### src/rtl/instruction_fetch_stage.sv
// Instruction fetch stage: owns the PC, fetches words over a req/ready handshake,
// and drives the IF/ID register with stall buffering and branch squash.
module instruction_fetch_stage #(
  parameter logic [31:0] RESET_PC = 32'h00000000,
  parameter logic [31:0] NOP_WORD = 32'h00000000
) (
  input  logic        Clk,
  input  logic        Rst,
  input  logic        PCSrc,
  input  logic [31:0] BranchTarget,
  input  logic        Stall,
  input  logic        IMemReady,
  input  logic [31:0] IMemData,
  output logic        IMemReq,
  output logic [31:0] IMemAddr,
  output logic [31:0] Instruction,
  output logic [31:0] PCPlus4,
  output logic        Valid
);

  typedef enum logic [1:0] {
    BOOT  = 2'd0,
    FETCH = 2'd1,
    HELD  = 2'd2
  } state_t;

  state_t      state_q, state_d;
  logic [31:0] pc_q, pc_d;
  logic [31:0] hold_q, hold_d;
  logic [31:0] instr_q, instr_d;
  logic [31:0] pc_plus4_q, pc_plus4_d;
  logic        valid_q, valid_d;
  logic [31:0] pc_inc;

  assign pc_inc = pc_q + 32'd4;

  always_ff @(posedge Clk or negedge Rst) begin
    if (!Rst) begin
      state_q    <= BOOT;
      pc_q       <= RESET_PC & ~32'h3;
      hold_q     <= NOP_WORD;
      instr_q    <= NOP_WORD;
      pc_plus4_q <= 32'h0;
      valid_q    <= 1'b0;
    end else begin
      state_q    <= state_d;
      pc_q       <= pc_d;
      hold_q     <= hold_d;
      instr_q    <= instr_d;
      pc_plus4_q <= pc_plus4_d;
      valid_q    <= valid_d;
    end
  end

  // Redirect outranks everything, including a stalled or held fetch.
  always_comb begin
    state_d    = state_q;
    pc_d       = pc_q;
    hold_d     = hold_q;
    instr_d    = instr_q;
    pc_plus4_d = pc_plus4_q;
    valid_d    = valid_q;
    if (PCSrc) begin
      pc_d    = BranchTarget & ~32'h3;
      instr_d = NOP_WORD;
      valid_d = 1'b0;
      hold_d  = NOP_WORD;
      state_d = FETCH;
    end else begin
      case (state_q)
        BOOT: state_d = FETCH;
        FETCH: begin
          if (IMemReady && !Stall) begin
            instr_d    = IMemData;
            pc_plus4_d = pc_inc;
            valid_d    = 1'b1;
            pc_d       = pc_inc;
          end else if (IMemReady && Stall) begin
            hold_d  = IMemData;
            state_d = HELD;
          end else if (!IMemReady && !Stall) begin
            instr_d = NOP_WORD;
            valid_d = 1'b0;
          end
        end
        HELD: begin
          if (!Stall) begin
            instr_d    = hold_q;
            pc_plus4_d = pc_inc;
            valid_d    = 1'b1;
            pc_d       = pc_inc;
            state_d    = FETCH;
          end
        end
        default: state_d = BOOT;
      endcase
    end
  end

  assign IMemReq     = (state_q == FETCH);
  assign IMemAddr    = pc_q;
  assign Instruction = instr_q;
  assign PCPlus4     = pc_plus4_q;
  assign Valid       = valid_q;

endmodule

### config.mk
export PLATFORM = sky130hd
export DESIGN_NAME = instruction_fetch_stage
export DESIGN_NICKNAME = d
export VERILOG_FILES = /design/src/rtl/instruction_fetch_stage.sv
export SDC_FILE = /design/constraint.sdc
export NUM_CORES = 1
export LEC_CHECK = 0
export ABC_AREA = 1
export CAP_MARGIN = 20
export CELL_PAD_IN_SITES_DETAIL_PLACEMENT = 2
export CELL_PAD_IN_SITES_GLOBAL_PLACEMENT = 2
export CORE_UTILIZATION = 27
export CTS_BUF_LIST = sky130_fd_sc_hd__clkbuf_16
export DETAILED_ROUTE_END_ITERATION = 16
export PLACE_DENSITY = 0.81
export SLEW_MARGIN = 20
export SYNTH_ARGS = -nofsm -noshare
export SYNTH_HDL_FRONTEND = slang
export SYNTH_SLANG_ARGS = --single-unit
export TNS_END_PERCENT = 10
### constraint.sdc
create_clock -name Clk -period 1.8 [get_ports Clk]
set_input_delay 0.36 -clock Clk [delete_from_list [all_inputs] [get_ports Clk]]
set_output_delay 0.36 -clock Clk [all_outputs]
set_load 0.1 [all_outputs]
[Word-level counts from Yosys, hierarchy flattened]
Cells that the tools add are included.
Operators by class
  add/subtract/negate cells: 1
  equality and inequality tests: 11
  muxes and demuxes: 25
  bitwise operators: 1
  reductions and logical operators: 15
Operators by type and width (number)
  32-bit two-way mux: 12
  32-bit case mux with 2 select lines: 2
  32-bit by 3-bit adder with 32-bit output, second input constant: 1
  3-bit AND reduction: 3
  2-bit two-way mux: 4
  4-bit AND reduction: 2
  3-bit by 2-bit inequality test with 1-bit output, second input constant: 2
  3-bit inequality test, second input constant: 2
  2-bit case mux with 3 select lines: 1
  2-bit nonzero test: 3
  1-bit two-way mux: 5
  2-bit inequality test, second input constant: 2
  4-bit by 2-bit inequality test with 1-bit output, second input constant: 1
  4-bit inequality test, second input constant: 1
  1-bit logical AND: 3
  3-bit nonzero test: 1
  2-bit by 1-bit == test with 1-bit output, second input constant: 1
  2-bit == test, second input constant: 1
  1-bit logical NOT: 2
  2-bit logical NOT: 1
  2-bit by 1-bit inequality test with 1-bit output, second input constant: 1
  1-bit case mux with 2 select lines: 1
  1-bit NOT: 1
Word-level totals
  register bits: 131
  bits of input ports: 69
  output and inout port bits: 98
  word-level logic and storage cells: 59

[Longest topological paths before layout]
  depth in word-level cells: 7
  gate-level depth with buffers: 10
  gate-level depth less buffers: 10

[Least setup slack after synthesis]
Ideal clock, no wire load.
  path type: register to register
  start point: register state_q[0]
  end point: register instr_q[18] (netlist: Instruction[18])
  library setup time: 130 ps
  arrival time: 2575 ps
  required time: 1670 ps
  setup slack: -905 ps
  stages on the path, launching flop included: 7
  path buffers: 1
  clock period less this slack: 2705 ps
  path through: dfrtp_1 inv_2 nor2_1 o21ai_1 buf_2 nand3_1 o21ai_0
On the way
  longest elaborated chain between the ends: 3
  elaborated cells between the ends (all ways): 9
  classes of those cells: eq/ne: 5; mux: 2; reduce/logical: 2
RTL lines
  from (decl): RTL line 27  | state_t state_q, state_d;
  from (signal assigned): RTL line 46  | state_q <= state_d;
  2-bit by 1-bit == test with 1-bit output *
  net IMemReq: RTL line 14  | output logic IMemReq,
  4-bit by 2-bit inequality test with 1-bit output (no line), or another cell as far along
  4-bit AND reduction (no line) or 32-bit two-way mux (tied branches)
  to (signal assigned): RTL line 49  | instr_q <= instr_d;
  to (decl): RTL line 30  | logic [31:0] instr_q, instr_d;
Mark *: on every way through the listed nets, which the timed path passes. The rest lies on a longest branch.
A chain may end at the register's enable or synchronous reset.

[Final worst setup path]
  start point: register pc_q[2] (netlist: IMemAddr[2])
  end point: register pc_plus4_q[14] (netlist: PCPlus4[14])
On the way
  longest elaborated chain between the ends: 3
  elaborated cells between the ends (all ways): 4
  classes of those cells: add/sub: 1; mux: 3
RTL lines
  from (decl): RTL line 28  | logic [31:0] pc_q, pc_d;
  from (signal assigned): RTL line 40  | pc_q <= RESET_PC & ~32'h3;
  from (signal assigned): RTL line 47  | pc_q <= pc_d;
  32-bit by 3-bit adder with 32-bit output *: RTL line 35  | assign pc_inc = pc_q + 32'd4;
  32-bit two-way mux, on equally long branches: RTL line 87, 73
  32-bit case mux with 2 select lines *: RTL line 70  | case (state_q)
  to (signal assigned): RTL line 50  | pc_plus4_q <= pc_plus4_d;
  to (decl): RTL line 31  | logic [31:0] pc_plus4_q, pc_plus4_d;
Mark *: on every way between the ends. The rest lies on a longest branch, timed or not. The select of a mux whose other input is x is not followed.

==> out/qor.yml <==
syn_inst: 795
layout.nets: 1063
fp.dieW_um: 153.4
drt_iter0_markers: 204
htreeDepth: 4
rsz0062_at_grt: "yes"
worst_ir_drop_vdd_mv: 0.5360
hold_slack_ns: 0.4278
post_drt_wl_per_cell_um: 19.83
r2r_cells: 8
n_fill_cell: 2405
cts_buffers: 17
crit_top_cell: "nand3_1"
cp-startpoint: "IMemAddr[2]"
layoutNonFillerInstCount: 1294
io_buffers: 160
cp.required_ns: 2.14
hpwl_um: 18240
slowest_delay_ns: 0.38
fp.dieH_um: 153.4
maxCapViolCount: 0
tritoncts: "built"
crit_cells: 8
crit_chain: "ha_2 -> nand2_1 -> nor2_4 -> buf_4 -> nand3_1 -> or2_2 -> nand3_1 -> and2_1"
drc_errors: 0
routabilityCongestion: 0.8084
drt.antenna.violating_nets: 0
setup_viol: 0
crit_family: "simple AND/OR/NAND/NOR gates"
clkTransAtPathRegs_ns: 0.06
cp-end-kind: "flop"
path_buf_inv: 1
critical_path_peak_fanout: 3
r2r-start: "IMemAddr[2]"
grt_remaining_overflow: 0
clkLatencyLatePin_ns: 0.42
cts-root-buf: "clkbuf_16"
yosys.area.top_type_share: 0.5139
num_rows: 55
yosys-top-cells-area: "dfrtp_1, nand2_1, o21ai_0"
start_util: 0.2740
finalSetupTns_ns: 0
synth.avg_cell_area_um2: 7.779
clockBufferDepth: 2
reg2reg_to: "PCPlus4[14]"
grt_first_pass_wirelength_um: 41000
ys_warn_count: 0
dr.pass1.iters: 4
io_pins: 167
area_delta_synth_final_pct: 62.45
synth_largest_area_cell: "dfrtp_1"
layout-drive-gt1-share: 0.2078
dp_cells: 1258
crit_type: "flop to flop"
grt_pass1_vias: 7357
outcome: "finished clean"
yosys_register_bits: 127
fin_skew_ns: 0.01400
die_area_um2: 23520
fin_crit_sh: 0.9592
critical_path.endpoint: "PCPlus4[14]"
p_leak_nw: 4.564
crit_slowest_cell: "dfrtp_2"
core_um2: 22570
r2r_slack_ns: 0.07
startpoint_type: "flop"
arrival_ns: 2.07
via_per_inst: 4.886
track_usage: 0.2275
post_cts_buffers: 0
synthesis.area_um2: 6185
vias: 6323
maxSlewViolCount: 0
grt_max_degree: 48
cts.sinks: 127
ys_seq_area_frac: 0.5139
drt-total-wl_um: 25670
hold_viol: 0
period_minus_slack_ns: 1.727
hold_path_class: "primary input to async pin"
grt_antenna_before_repair: 3
fmax_mhz: 579.2
final_util: 0.4451
p_per_area_nw_per_um2: 1204
synthDistinctLibCells: 32
==> state kept, by name (all words and copies together), names as in the netlist <==
name and count:
PCPlus4 30, hold_q 32, Valid 1, Instruction 32, IMemAddr 30, state_q 2
==> cell families after synthesis <==
logic type / share of synthesized area
xor+xnor: 0.01275
simple gates: 0.2557
other cells: 0.0006063
flops: 0.5139
buf+inv: 0.09185
compound gates: 0.1232
fa+ha+maj: 0.002023
==> Yosys cell counts <==
cell	number
buf_6	2
ha_1	1
o22ai_1	14
o21ai_0	107
or2_2	2
conb_1	1
o211ai_1	1
xnor2_1	2
inv_2	4
clkbuf_2	1
buf_2	12
and2_1	4
dfrtp_1	127
nand2_2	1
o21ai_1	15
nor2_2	2
xor2_1	7
buf_4	8
nor2_4	1
clkbuf_1	16
inv_1	88
nand4_1	1
nand2_1	203
o21a_1	3
nor2b_1	2
nand3_1	93
buf_1	4
a211oi_2	1
nor2_1	67
a31oi_1	1
a21oi_1	3
nor3_4	1
==> where the power goes <==
part | total, mW | internal (mW) | switching (mW)
combinational | 5.06 | 1.73 | 3.33
clock | 3.40 | 2.03 | 1.36
sequential | 3.64 | 3.20 | 0.438
==> worst min path at each step <==
stage | from | to | cells after the start
final | Rst | PCPlus4[10] | 2
after floorplan | Rst | IMemAddr[10] | 0
after global routing | Rst | PCPlus4[9] | 2
after detailed placement | Rst | PCPlus4[10] | 1
after global placement | Rst | IMemAddr[10] | 1
after CTS | Rst | PCPlus4[10] | 2
==> placed cells by master, fill, tap and decap left out, types with 15 or more instances in the layout <==
cell type | netlist | final
nand3_1 | 93 | 92
o21ai_0 | 107 | 106
o21ai_1 | 15 | 15
dfrtp_1 | 127 | 124
inv_1 | 88 | 88
buf_4 | 8 | 50
clkbuf_16 | 0 | 17
clkdlybuf4s50_1 | 0 | 65
nor2_1 | 67 | 62
buf_12 | 0 | 102
nand2_1 | 203 | 201
==> metal layers <==
metal	vias up	routed length [um]	GRT usage
met2	124	13940	0.4242
met4	0	483	0.08667
met1	3234	10660	0.2644
met3	30	580	0.02779
met5	-	0	0
li1	2935	-	-
==> metrics by stage <==
| stage | cell area (um^2) | worst slack, ns | power, mW |
|---|---|---|---|
| 2_1_floorplan | 6206 | -0.2464 | 6.449 |
| 3_3_place_gp | 9423 | -0.1120 | 8.599 |
| 3_5_place_dp | 9423 | -0.1896 | 8.727 |
| 4_1_cts | 10010 | 0.01736 | 12.20 |
| 5_1_grt | 10050 | -0.02663 | 12.51 |
| 6_report | 10050 | 0.07340 | 12.09 |
==> repair_timing <==
item	in CTS	in global routing
hold buffers	1	0
setup endpoints to repair	14	26
hold endpoints to repair	29	0
gates resized for setup	4	10
==> area by class of cell <==
cell class	instances	area [um^2]	share of cell area
antenna	3	7.507	0.0007472
clock buffer	17	425.4	0.04234
clock inverter	15	145.1	0.01445
inverter	92	345.3	0.03437
multi-input combinational	536	2496	0.2484
sequential	127	3182	0.3167
tap	285	356.6	0.03549
timing repair buffer	219	3089	0.3075
(Power assumes the default switching activity.)
